<file path="src/rtl/mac_pkg.sv">
// Shared constants and helpers for the MAC accumulator datapath.
package mac_pkg;

    // Operand width used by the FFT butterfly datapath.
    localparam int DATA_WIDTH_DEFAULT = 4;

    // The accumulator is twice the operand width, so a full product always fits.
    function automatic int acc_width(input int w);
        return 2 * w;
    endfunction

    // Sign-extend the low w bits of v to the full 64-bit container.
    function automatic logic [63:0] sext(input logic [63:0] v, input int w);
        logic [63:0] r;
        r = '0;
        for (int i = 0; i < 64; i++) begin
            r[i] = (i < w) ? v[i] : v[6'(w - 1)];
        end
        return r;
    endfunction

endpackage

</file>
<file path="src/rtl/mac_mult_stage.sv">
// Registered operand capture (S1) and signed multiply (S2), with sload
// delayed alongside so it stays aligned with its product.
module mac_mult_stage
    import mac_pkg::*;
#(
    parameter int data_width = DATA_WIDTH_DEFAULT
) (
    input  logic                                clk,
    input  logic                                aclr,
    input  logic                                sload,
    input  logic [data_width-1:0]               dataa,
    input  logic [data_width-1:0]               datab,
    output logic [acc_width(data_width)-1:0]    product,
    output logic                                sload_out
);

    localparam int AW = acc_width(data_width);

    logic [data_width-1:0] a_q;
    logic [data_width-1:0] b_q;
    // sload travels as a two-stage shift register matching S1 and S2.
    logic [1:0]            sload_pipe;
    logic [AW-1:0]         prod_c;

    // Both operands are sign-extended to the accumulator width first; the
    // AW-bit product modulo 2^AW then equals the exact signed product,
    // including (-2^(w-1))^2.
    assign prod_c = AW'(sext({{(64 - data_width){1'b0}}, a_q}, data_width)
                      * sext({{(64 - data_width){1'b0}}, b_q}, data_width));

    // S1: capture operands and sload; reset discards whatever is in flight.
    always_ff @(posedge clk) begin
        if (aclr) begin
            a_q           <= '0;
            b_q           <= '0;
            sload_pipe[0] <= 1'b0;
        end else begin
            a_q           <= dataa;
            b_q           <= datab;
            sload_pipe[0] <= sload;
        end
    end

    // S2: register the full product and the delayed sload.
    always_ff @(posedge clk) begin
        if (aclr) begin
            product       <= '0;
            sload_pipe[1] <= 1'b0;
        end else begin
            product       <= prod_c;
            sload_pipe[1] <= sload_pipe[0];
        end
    end

    assign sload_out = sload_pipe[1];

endmodule

</file>
<file path="src/rtl/mac_accum.sv">
// Pipelined signed multiply-accumulate: S1/S2 multiply in mac_mult_stage,
// S3 accumulator here. adder_out is the accumulator register itself.
module mac_accum
    import mac_pkg::*;
#(
    parameter int data_width = DATA_WIDTH_DEFAULT
) (
    input  logic                                clk,
    input  logic                                aclr,
    input  logic                                sload,
    input  logic [data_width-1:0]               dataa,
    input  logic [data_width-1:0]               datab,
    output logic [acc_width(data_width)-1:0]    adder_out
);

    localparam int AW = acc_width(data_width);

    logic [AW-1:0] product;
    logic          sload_s2;
    logic [AW-1:0] acc;

    mac_mult_stage #(
        .data_width (data_width)
    ) u_mult (
        .clk       (clk),
        .aclr      (aclr),
        .sload     (sload),
        .dataa     (dataa),
        .datab     (datab),
        .product   (product),
        .sload_out (sload_s2)
    );

    // S3: reload on sload, otherwise add; wraps modulo 2^AW with no saturation.
    always_ff @(posedge clk) begin
        if (aclr) begin
            acc <= '0;
        end else if (sload_s2) begin
            acc <= product;
        end else begin
            acc <= acc + product;
        end
    end

    assign adder_out = acc;

endmodule

</file>
<file path="config.mk">
export PLATFORM = sky130hd
export DESIGN_NAME = mac_accum
export DESIGN_NICKNAME = d
export VERILOG_FILES = /design/src/rtl/mac_pkg.sv /design/src/rtl/mac_mult_stage.sv /design/src/rtl/mac_accum.sv
export SDC_FILE = /design/constraint.sdc
export NUM_CORES = 1
export LEC_CHECK = 0
export CAP_MARGIN = 30
export CORE_UTILIZATION = 55
export CTS_BUF_LIST = sky130_fd_sc_hd__clkbuf_4 sky130_fd_sc_hd__clkbuf_8
export DETAILED_ROUTE_END_ITERATION = 10
export PLACE_DENSITY = 0.79
export RECOVER_POWER = 50
export SLEW_MARGIN = 25
export SYNTH_ARGS = -nofsm -noshare
export SYNTH_HDL_FRONTEND = slang
export SYNTH_SLANG_ARGS = --single-unit
</file>
<file path="constraint.sdc">
create_clock -name clk -period 7.8 [get_ports clk]
set_input_delay 1.17 -clock clk [delete_from_list [all_inputs] [get_ports clk]]
set_output_delay 1.17 -clock clk [all_outputs]
set_load 0.01 [all_outputs]
</file>
==> results.md <==
- The repair_antennas step left the layout with diodes totalling 0.
- After detailed routing, the number of remaining DRC violations is 0.
- The number of global-route vias before repair came to 1162.
- The register area share after synthesis is 32.7%.
- The maximum number of pins on one net before global-route repair is 30.
- The net count of the finished layout is 221.
- The count of final hold-check violations was 0.
- For this run, the top clock speed supported by timing is 308 MHz.
- The HPWL after detailed placement is 2020 µm.
- Dividing the final minimum period by the clock period gives 41.7%.
- Clock tree synthesis inserted a total of 3 buffers.
- The maximum fanout encountered on the critical timing path is 5.
- The critical path contains buffers and inverters numbering 3 combined.
- The synthesis-to-finish area growth is 15.7%.
- The sequential cell fraction of total power is 47.6%.
- For met2 alone, demand over resource in global routing was 35.1%.
- The most area-hungry cell type in the Yosys netlist is sky130_fd_sc_hd__dfxtp_1.
- The number of vias after detailed routing is 1095.
- The type of the tightest min-delay check is flop to flop.
- The kind of cell with the highest combined delay along the critical path is adder cells.
- The signal on the critical path passes through nand2b_1 -> fa_1 -> fa_1 -> inv_1 -> fa_1 -> ha_1 -> inv_1 -> fa_1 -> inv_1 -> a21o_1 -> a21oi_1 -> xnor2_1 -> nor2_1.
- During synthesis, Yosys emitted a total of 0 warnings.
- Timing analysis after detailed placement gives a worst setup slack of 4540 ps.
- The count of nets left with antenna violations once routing finished came out at 0.
- The synthesized cell area is 0.00159 mm².
- The worst IR drop on VDD is 0.178 mV.
- The count of buffers added on input and output ports is 18.
- The share of flip-flops with an asynchronous set or reset after synthesis is 0%.
- The critical path runs through a total of 13 cells.
- The worst setup path startpoint is u_mult.b_q[3]$_SDFF_PP0_.
- The initial utilization of the core area, before any placement, comes to 57.8%.
- The first-pass detailed-route iteration total is 2.
- The share of Yosys cell area claimed by the top area cell type is 32.7%.
- By startpoint and endpoint, the worst setup path is classified as flop to flop.
- The quantity of hold-fixing buffers added after cts is 0.
- The arrival time of the worst setup path is 3440 ps.
- The number of primary I/O pins is 19.
- The accumulated negative setup slack is 0 ps.
- The power density relative to cell area is 173 mW/mm².
- The placeable core area is 0.00276 mm².
- The worst-skew pair later-pin latency is 320 ps.
- In this run the number of H-tree levels came out at 1.
- The die covers 0.00312 mm².
- The shortest clock period the worst path allows after layout is 3250 ps.
- TritonCTS built the clock tree.
- The average size of a mapped cell is 9.84 µm².
- The net switching fraction of the power is 25.7%.
- The power spent charging and discharging nets is 0.0000822 W.
- The final-layout fill cell count is 221.
- The endpoint identified for the worst register-to-register timing path is u_mult.product[7]$_SDFF_PP0_.
- The global-route met3 utilization is 5.35%.
- By area the synthesized netlist is led by sky130_fd_sc_hd__dfxtp_1 (33%), sky130_fd_sc_hd__ha_1 (15%), sky130_fd_sc_hd__fa_1 (13%), sky130_fd_sc_hd__nor2b_1 (7.1%), sky130_fd_sc_hd__inv_1 (3.3%).
- Setup repair after global routing left no endpoint under its margin.
- The floorplan has 19 rows.
- The tool flagged a number of max-cap violations equal to 0.
- The via density per instance is 5.19.
- The critical path required time is 7990 ps.
- The transition at the pin with the smallest max-transition slack is 1160 ps.
- The slack of the critical path is 4550 ps.
- The height of the die is 55.8 µm.
- The aggregate global-route resource usage is 19.3%.
- Of the cells placed in the final design, the portion with a size suffix greater than 1 is 3.89%.
- Among the stages of the critical path, the cell type that occurs most often is sky130_fd_sc_hd__fa_1.
- The wire length per cell is 11.7 µm.
- The remaining max-slew budget at the tightest pin is 22.4%.
- Synthesis produced a netlist with a net count of 202.
- The worst-case clock skew is 5.92 ps.
- The number of failing setup endpoints in the final timing report is 0.
- The worst-case clock buffer depth is 2.
- Synthesis inferred 26 register bits.
- The leading cell type in the layout, fill and taps excluded is sky130_fd_sc_hd__dfxtp_1.
- The flow ran to the end, and the final reports show no timing, DRC or antenna violations.
- Buffers added to address setup during post-CTS repair amount to 0.
- In this run the static leakage power is 0.863 nW.
- The share of total power dissipated in combinational logic is 23.8%.
- STA classifies the critical path startpoint as a flop.
- In this run the critical register-to-register path is launched from u_mult.b_q[3]$_SDFF_PP0_.
- The internal portion of the total power is 0.000237 W.
- CTS saw 26 sinks.
- Routability-driven placement finished with a final weighted congestion of 0.881.
- The gate count after technology mapping is 162.
- The routed wire length is 2470 µm.
- The worst setup path is captured at a flop.
- The met1 usage in global routing is 20.8%.
- In the synthesized netlist the dominant register cell turns out to be sky130_fd_sc_hd__dfxtp_1.
- The die boundary width is 55.8 µm.
- The number of different library cells used by synthesis comes to 34.
- The initial antenna violation count is 0.
- The timing endpoint of the critical path is u_mult.product[7]$_SDFF_PP0_.
- The synthesized design contains 0 enable-type register cells.
- The post-CTS clock slew at the launch and capture registers of the worst setup and hold paths is 140 ps.
- The first global-routing pass estimated 4700 µm of wire.
- The max-slew violation count is 0.
- CTS placed an instance of sky130_fd_sc_hd__clkbuf_4 at the clock tree root.
- Counting cells, the worst reg-to-reg path comes to 13.
- The setup check on the worst reg-to-reg path leaves a slack of 4550 ps.
- The library cells used most frequently in the layout, excluding fill and tap cells, are sky130_fd_sc_hd__dfxtp_1 (26), sky130_fd_sc_hd__ha_1 (19), sky130_fd_sc_hd__nor2b_1 (18).
- The global routing's busiest layer is met2.
- The critical-path cell with the highest stage delay is sky130_fd_sc_hd__fa_1.
- Of the total power, the clock network draws 28.6%.
- The delay of the slowest critical-path stage is 510 ps.
- The aggregate global routing overflow is 0.
- In this run, the number of DRC markers left after iteration 0 of detailed routing was 36.
- The post-CTS resize count is 0.
==> how the worst min path moves through the flow <==
| stage | start | endpoint | slack (ps) | cells after the start |
|---|---|---|---|---|
| floorplan | u_mult.sload_pipe[0]$_SDFF_PP0_ | u_mult.sload_out$_SDFF_PP0_ | 410 | 1 |
| global placement | u_mult.sload_pipe[0]$_SDFF_PP0_ | u_mult.sload_out$_SDFF_PP0_ | 420 | 1 |
| detailed placement | u_mult.sload_pipe[0]$_SDFF_PP0_ | u_mult.sload_out$_SDFF_PP0_ | 430 | 1 |
| CTS | u_mult.sload_pipe[0]$_SDFF_PP0_ | u_mult.sload_out$_SDFF_PP0_ | 460 | 1 |
| global route | u_mult.sload_pipe[0]$_SDFF_PP0_ | u_mult.sload_out$_SDFF_PP0_ | 470 | 1 |
| finish | u_mult.sload_pipe[0]$_SDFF_PP0_ | u_mult.sload_out$_SDFF_PP0_ | 450 | 1 |
==> layout make-up <==
class	count	area (µm²)	share of cell area, %
flip-flops and latches	26	520	28.2
inverters	14	52.6	2.85
repair buffers	18	174	9.43
multi-input cells	118	1010	54.5
clock inverters	1	30.0	1.63
well taps	31	38.8	2.10
clock buffers	3	22.5	1.22
==> sequential cells by signal (all words and copies together), names as in the netlist <==
register,flops
u_mult.sload_pipe,1
u_mult.b_q,4
u_mult.a_q,4
adder_out,8
u_mult.product,8
u_mult.sload_out,1
==> worst reg2reg max path, stage by stage (launching register included) <==
cell,delay [ps]
sky130_fd_sc_hd__dfxtp_1,430
sky130_fd_sc_hd__nand2b_1,100
sky130_fd_sc_hd__fa_1,500
sky130_fd_sc_hd__fa_1,510
sky130_fd_sc_hd__inv_1,50
sky130_fd_sc_hd__fa_1,500
sky130_fd_sc_hd__ha_1,160
sky130_fd_sc_hd__inv_1,50
sky130_fd_sc_hd__fa_1,390
sky130_fd_sc_hd__inv_1,70
sky130_fd_sc_hd__a21o_1,110
sky130_fd_sc_hd__a21oi_1,70
sky130_fd_sc_hd__xnor2_1,130
sky130_fd_sc_hd__nor2_1,50
==> per-layer routing <==
layer  up-vias  part of all wire, %
met5         -                    0
met4         0                  2.4
met3         8                  3.8
met2        23                   52
met1       494                   41
li1        570                    -
==> per-stage QoR <==
stage          cell area (µm²)  hold slack [ps]  std cells  utilization [%]  total power [W]
4_1_cts                   1850              458        211             67.1         0.000323
6_report                  1840              453        211             66.9         0.000320
3_3_place_gp              1800              419        207             65.2         0.000229
3_5_place_dp              1800              428        207             65.2         0.000232
2_1_floorplan             1590              414        162                -         0.000207
5_1_grt                   1840              473        211             66.9         0.000343
==> power by group through the flow <==
stage | Sequential (W) | Clock [W] | Combinational, W
after floorplan | 0.000155 | 0 | 0.0000516
after global routing | 0.000154 | 0.000101 | 0.0000878
after global placement | 0.000155 | 0 | 0.0000747
after CTS | 0.000152 | 0.0000934 | 0.0000777
after detailed placement | 0.000155 | 0 | 0.0000769
final | 0.000152 | 0.0000914 | 0.0000759
==> cell usage after synthesis, types with 3 or more instances <==
master	instances
sky130_fd_sc_hd__dfxtp_1	26
sky130_fd_sc_hd__nor3_1	3
sky130_fd_sc_hd__inv_1	14
sky130_fd_sc_hd__xor2_1	3
sky130_fd_sc_hd__xnor2_1	6
sky130_fd_sc_hd__nor2_1	11
sky130_fd_sc_hd__ha_1	19
sky130_fd_sc_hd__nor2b_1	18
sky130_fd_sc_hd__a21oi_1	7
sky130_fd_sc_hd__nand2_1	6
sky130_fd_sc_hd__fa_1	10
sky130_fd_sc_hd__and2_1	8
sky130_fd_sc_hd__a21o_1	4
==> cell families (layout without fill, tap and decap cells) <==
logic type	count (synthesis)	in the layout	synth area share, %
XOR/XNOR	9	9	4.95
adder cells (fa/ha/maj)	29	29	27.5
AND/OR/NAND/NOR	55	55	19.1
multiplexers	4	4	2.90
flip-flops	26	26	32.7
AO/OA/AOI/OAI	21	21	8.71
buffers and inverters	18	36	4.24
Note: power is estimated with default switching activity, not from simulation.
==> RTL edit 1, RTL diff (same flow settings) <==
The package constant `DATA_WIDTH_DEFAULT` goes from 4 to 3.
--- a/src/rtl/mac_pkg.sv
+++ b/src/rtl/mac_pkg.sv
@@ -2,7 +2,7 @@
 package mac_pkg;
 
     // Operand width used by the FFT butterfly datapath.
-    localparam int DATA_WIDTH_DEFAULT = 4;
+    localparam int DATA_WIDTH_DEFAULT = 3;
 
     // The accumulator is twice the operand width, so a full product always fits.
     function automatic int acc_width(input int w);
Ports: changed (resized adder_out, dataa and datab); port bits go from 19 to 15. No check against the original RTL was run, so the function may have changed too.
==> RTL edit 1 against the original RTL <==
- sequential cell count decreased by 6
- power decreased by 24%
- worst hold slack got worse by 0.00061 ns
- critical endpoint is now adder_out[4]$_SDFF_PP0_
- worst setup slack improved by 0.64 ns
- final area decreased by 32%
- maximum frequency increased by 24%
- routed wire length decreased by 38%
- synthesized area decreased by 35%
- highest routed layer unchanged
- via count decreased by 34%
==> RTL edit 1: results (changes against the original RTL) <==
post-synthesis xor/xnor area fraction 4.222% (-0.72 points); slowest stage delay, CP 1.03 ns (+0.52 ns); post-synthesis mux area share 3.016% (+0.11 points); status complete, no violations; Net Sw Frac 23.67% (-2.1 points); Detail Placement HPWL 1.206 mm (-40%); crit path DAT 2.82 ns (-0.62 ns); fin crit period 2.615 ns (-0.6360 ns); Critical Path End adder_out[4]$_SDFF_PP0_; Total Routing Usage GR 18.82% (-0.46 points); first-pass GRT wire length 2.663 mm (-43%); Post-Syn Instances 106 (-35%); largest net degree at the start of global routing 25 (-17%); comb_multi_in 76 (-36%); sequential cell area share 32.10% (+3.9 points); Mapped Nets 130 (-36%); complex-gate fraction of the synthesized area 6.634% (-2.1 points); NonClk Buf Share 11.23% (+1.8 points); Setup WS pre-CTS 4.911 ns (+0.3746 ns); Final GP Congestion 0.7364 (-16%); crit path launch aclr; Buffers, non-clock 14 (-4); sequential area share after synthesis 38.60% (+5.9 points); I/O Buffers 14 (-4); post-synthesis cell type count 30 (-12%); Worst R2R End u_mult.product[5]$_SDFF_PP0_; r2r worst-path depth 9 (-4); Post-Synth Adder-Cell Area 21.71% (-5.8 points); placed insts 142 (-31%); CTS clock-pin slew for the worst setup and hold paths 0.11 ns (-0.03 ns); worst reg-to-reg setup slack 5.35 ns (+0.80 ns); Crit Path Max Fanout 24 (+19); hold_ws 0.4527 ns (-0.0006070 ns); final wirelength 1.523 mm (-38%); design area 1247 um^2 (-32%); Worst slew margin 48.76% (+26 points); Core Rows 15 (-4); share of cells above drive strength 1 4.959% (+1.1 points); Finished Layout Cells 146 (-31%); leak pwr 0.5650 nW (-35%); vias in the first global route 679 (-42%); Area contributors post-synth dfxtp_1, ha_1, fa_1
-- RTL edit 1: cell types whose count changed after synthesis, sizes merged, moves of 3 or more --
cell	before	now
ha	19	10
inv	14	7
dfxtp	26	20
nor2b	18	12
and2	8	3
fa	10	5
a21o	4	1
a21oi	7	4
-- RTL edit 1: cell families (layout without fill, tap and decap cells) --
family	count (synthesis)	after routing
flops	20	20
simple gates	43	43
xor+xnor	5	5
mux	3	3
fa+ha+maj	15	15
compound gates	10	10
buf+inv	10	25
-- RTL edit 1: metal layers --
metal	GRT usage (%)	part of all wire [%]
met5	0	0
met3	4.762	3.1
met2	34.00	51
met4	10.91	3.0
met1	19.30	43
-- RTL edit 1: how the worst min path moves through the flow --
| stage | depth (start not counted) | endpoint | from |
|---|---|---|---|
| after floorplan | 2 | u_mult.product[0]$_SDFF_PP0_ | u_mult.a_q[0]$_SDFF_PP0_ |
| after detailed placement | 1 | u_mult.sload_out$_SDFF_PP0_ | u_mult.sload_pipe[0]$_SDFF_PP0_ |
| after global routing | 1 | u_mult.sload_out$_SDFF_PP0_ | u_mult.sload_pipe[0]$_SDFF_PP0_ |
| final | 1 | u_mult.sload_out$_SDFF_PP0_ | u_mult.sload_pipe[0]$_SDFF_PP0_ |
| after CTS | 1 | u_mult.sload_out$_SDFF_PP0_ | u_mult.sload_pipe[0]$_SDFF_PP0_ |
| after global placement | 1 | u_mult.sload_out$_SDFF_PP0_ | u_mult.sload_pipe[0]$_SDFF_PP0_ |
-- RTL edit 1: power groups by stage --
stage | clock [mW] | sequential (mW) | combinational [mW]
after floorplan | 0 | 0.118 | 0.0261
after global placement | 0 | 0.118 | 0.0399
after detailed placement | 0 | 0.118 | 0.0413
after CTS | 0.0872 | 0.116 | 0.0415
after global routing | 0.0910 | 0.117 | 0.0465
final | 0.0851 | 0.116 | 0.0407
==> RTL edit 2, RTL diff (same settings) <==
Made on the original files. Register the output `adder_out` once more; this adds one clock of latency there.
--- a/src/rtl/mac_accum.sv
+++ b/src/rtl/mac_accum.sv
@@ -42,7 +42,9 @@
         end
     end
 
-    assign adder_out = acc;
+    always_ff @(posedge clk) begin
+        adder_out <= acc;
+    end
 
 endmodule
 
Function: changed (a bounded check fails within 4 cycles, from zero or initial values).
==> RTL edit 2 against the original RTL <==
- synthesized cell count increased by 6.2%
- synthesized area grew 10%
- critical path depth stayed put
- routed wire length rose by 17%
- sequential cell count is 8 higher
- sequential share of layout area rose by 5.0 points
- worst setup slack worse by 0.12 ns
- power rose by 24%
- first-iteration DRC count fell by 5.6%
- clock power grew 30%
- final area rose by 11%
- largest power group unchanged
==> RTL edit 2: results (changes against the original RTL) <==
vias per cell 5.088 (-2.0%); CTS clock-pin slew for the worst setup and hold paths 0.10 ns (-0.04 ns); Final GP Congestion 0.8594 (-2.5%); post-synthesis cell type count 32 (-5.9%); Root Buffer clkbuf_4; top flop regs acc (8), adder_out (8), u_mult.product (8); worst min path class register to register; first-pass GRT wire length 5.085 mm (+8.2%); Mean Syn Cell Area 10.20 um^2 (+3.6%); Yosys warnings 0 (unchanged); sequential area share after synthesis 38.80% (+6.1 points); leak pwr 0.9412 nW (+9.1%); drt pass-1 iters 5 (+3); Max Buffers Root-to-Sink 2 (unchanged); CTS H-tree depth 2 (+1); Detail Placement HPWL 2.203 mm (+9.0%); Synth Flop Type dfxtp_1; Total Routing Usage GR 20.40% (+1.1 points); crit-path leading delay family adder cells; total CTS buffers 5 (+2); n_diodes 0 (unchanged); share of cells above drive strength 1 5.670% (+1.8 points); Mapped Nets 212 (+5.0%); Crit Path Max Fanout 5 (unchanged); status complete, no violations; hold depth 0 (-1); initial antenna violation count 0 (unchanged); Clk Latency, worst-skew pair 0.34 ns (+0.02 ns); Setup WS pre-CTS 4.437 ns (-0.09982 ns); Slew @ Worst Pin 1.190 ns (+0.02565 ns); VDD IR max 0.08000 mV (-55%); Post-DP Area 1974 um^2 (+9.8%); top post-synthesis cells by count dfxtp_1, ha_1, nor2b_1, inv_1, nor2_1; largest net degree at the start of global routing 30 (unchanged); final wirelength 2.893 mm (+17%); post-route clock skew 0.01192 ns (+0.005996 ns); Iteration-0 DRC Markers 34 (-5.6%); post-CTS setup buffer count 0 (unchanged); via count 1,211 (+11%); r2r worst-path depth 13 (unchanged); CP max stage cell fa_1; I/O Buffers 18 (unchanged); Post-CTS Resized 0 (unchanged); Area contributors post-synth dfxtp_1, ha_1, fa_1; slowest stage delay, CP 0.52 ns; Final #Nets 233 (+5.4%); ys async rst share 0% (unchanged)
RTL edit 2: layout make-up:
| cell class | instances | area [um^2] |
|---|---|---|
| Sequential cell | 34 | 680.7 |
| Fill cell | 245 | 980.9 |
| Timing Repair Buffer | 18 | 173.9 |
| Inverter | 14 | 52.55 |
| Multi-Input combinational cell | 120 | 1006 |
| Clock buffer | 8 | 78.83 |
| Tap cell | 44 | 55.05 |
RTL edit 2: worst paths after layout:
check,start,end,slack (ns)
setup / recovery,u_mult.b_q[3]$_SDFF_PP0_,u_mult.product[7]$_SDFF_PP0_,4.43
setup reg to reg,u_mult.b_q[3]$_SDFF_PP0_,u_mult.product[7]$_SDFF_PP0_,4.43
hold / removal,acc[0]$_SDFF_PP0_,adder_out[0]$_DFF_P_,0.36
hold reg to reg,acc[0]$_SDFF_PP0_,adder_out[0]$_DFF_P_,0.36
RTL edit 2: report_power, final:
| group | internal, mW | switching, mW | leakage (nW) |
|---|---|---|---|
| sequential | 0.190 | 0.00873 | 0.280 |
| clock | 0.0616 | 0.0576 | 0.0446 |
| combinational | 0.0418 | 0.0376 | 0.617 |
RTL edit 2: cells by family (layout without fill, tap and decap cells):
| family | count (synthesis) | in the layout | share of synthesized area (%) |
|---|---|---|---|
| multiplexers | 4 | 4 | 2.639 |
| adder cells (fa/ha/maj) | 29 | 29 | 24.96 |
| AO/OA/AOI/OAI | 21 | 21 | 7.917 |
| buffers and inverters | 18 | 40 | 3.851 |
| flip-flops | 34 | 34 | 38.80 |
| AND/OR/NAND/NOR | 57 | 57 | 17.33 |
| XOR/XNOR | 9 | 9 | 4.494 |
RTL edit 2: through the flow:
step                      hold WS [ns]  total power [mW]  util [%]
after CTS                       0.3589            0.3998     67.81
after global routing            0.3639            0.4221     67.60
final                           0.3577            0.3973     67.60
after global placement          0.3363            0.2773     65.21
after detailed placement        0.3409            0.2820     65.21
after floorplan                 0.3345            0.2550         -
RTL edit 2: worst register-to-register path: cells and delay by family (launching register included):
family | cells | cell delay (ns)
and+or+nand+nor | 2 | 0.19
AOI/OAI and AO/OA | 2 | 0.17
DFF | 1 | 0.43
adders and majority gates | 5 | 2.12
xor gates and xnor gates | 1 | 0.16
buffers and inverters | 3 | 0.17
RTL edit 2: layer usage:
layer	wire, um	share of wire, %	track usage [%]
met5	0	0	0
met4	49	1.7	9.184
met3	101	3.5	6.813
met2	1565	54	37.44
met1	1176	41	20.96
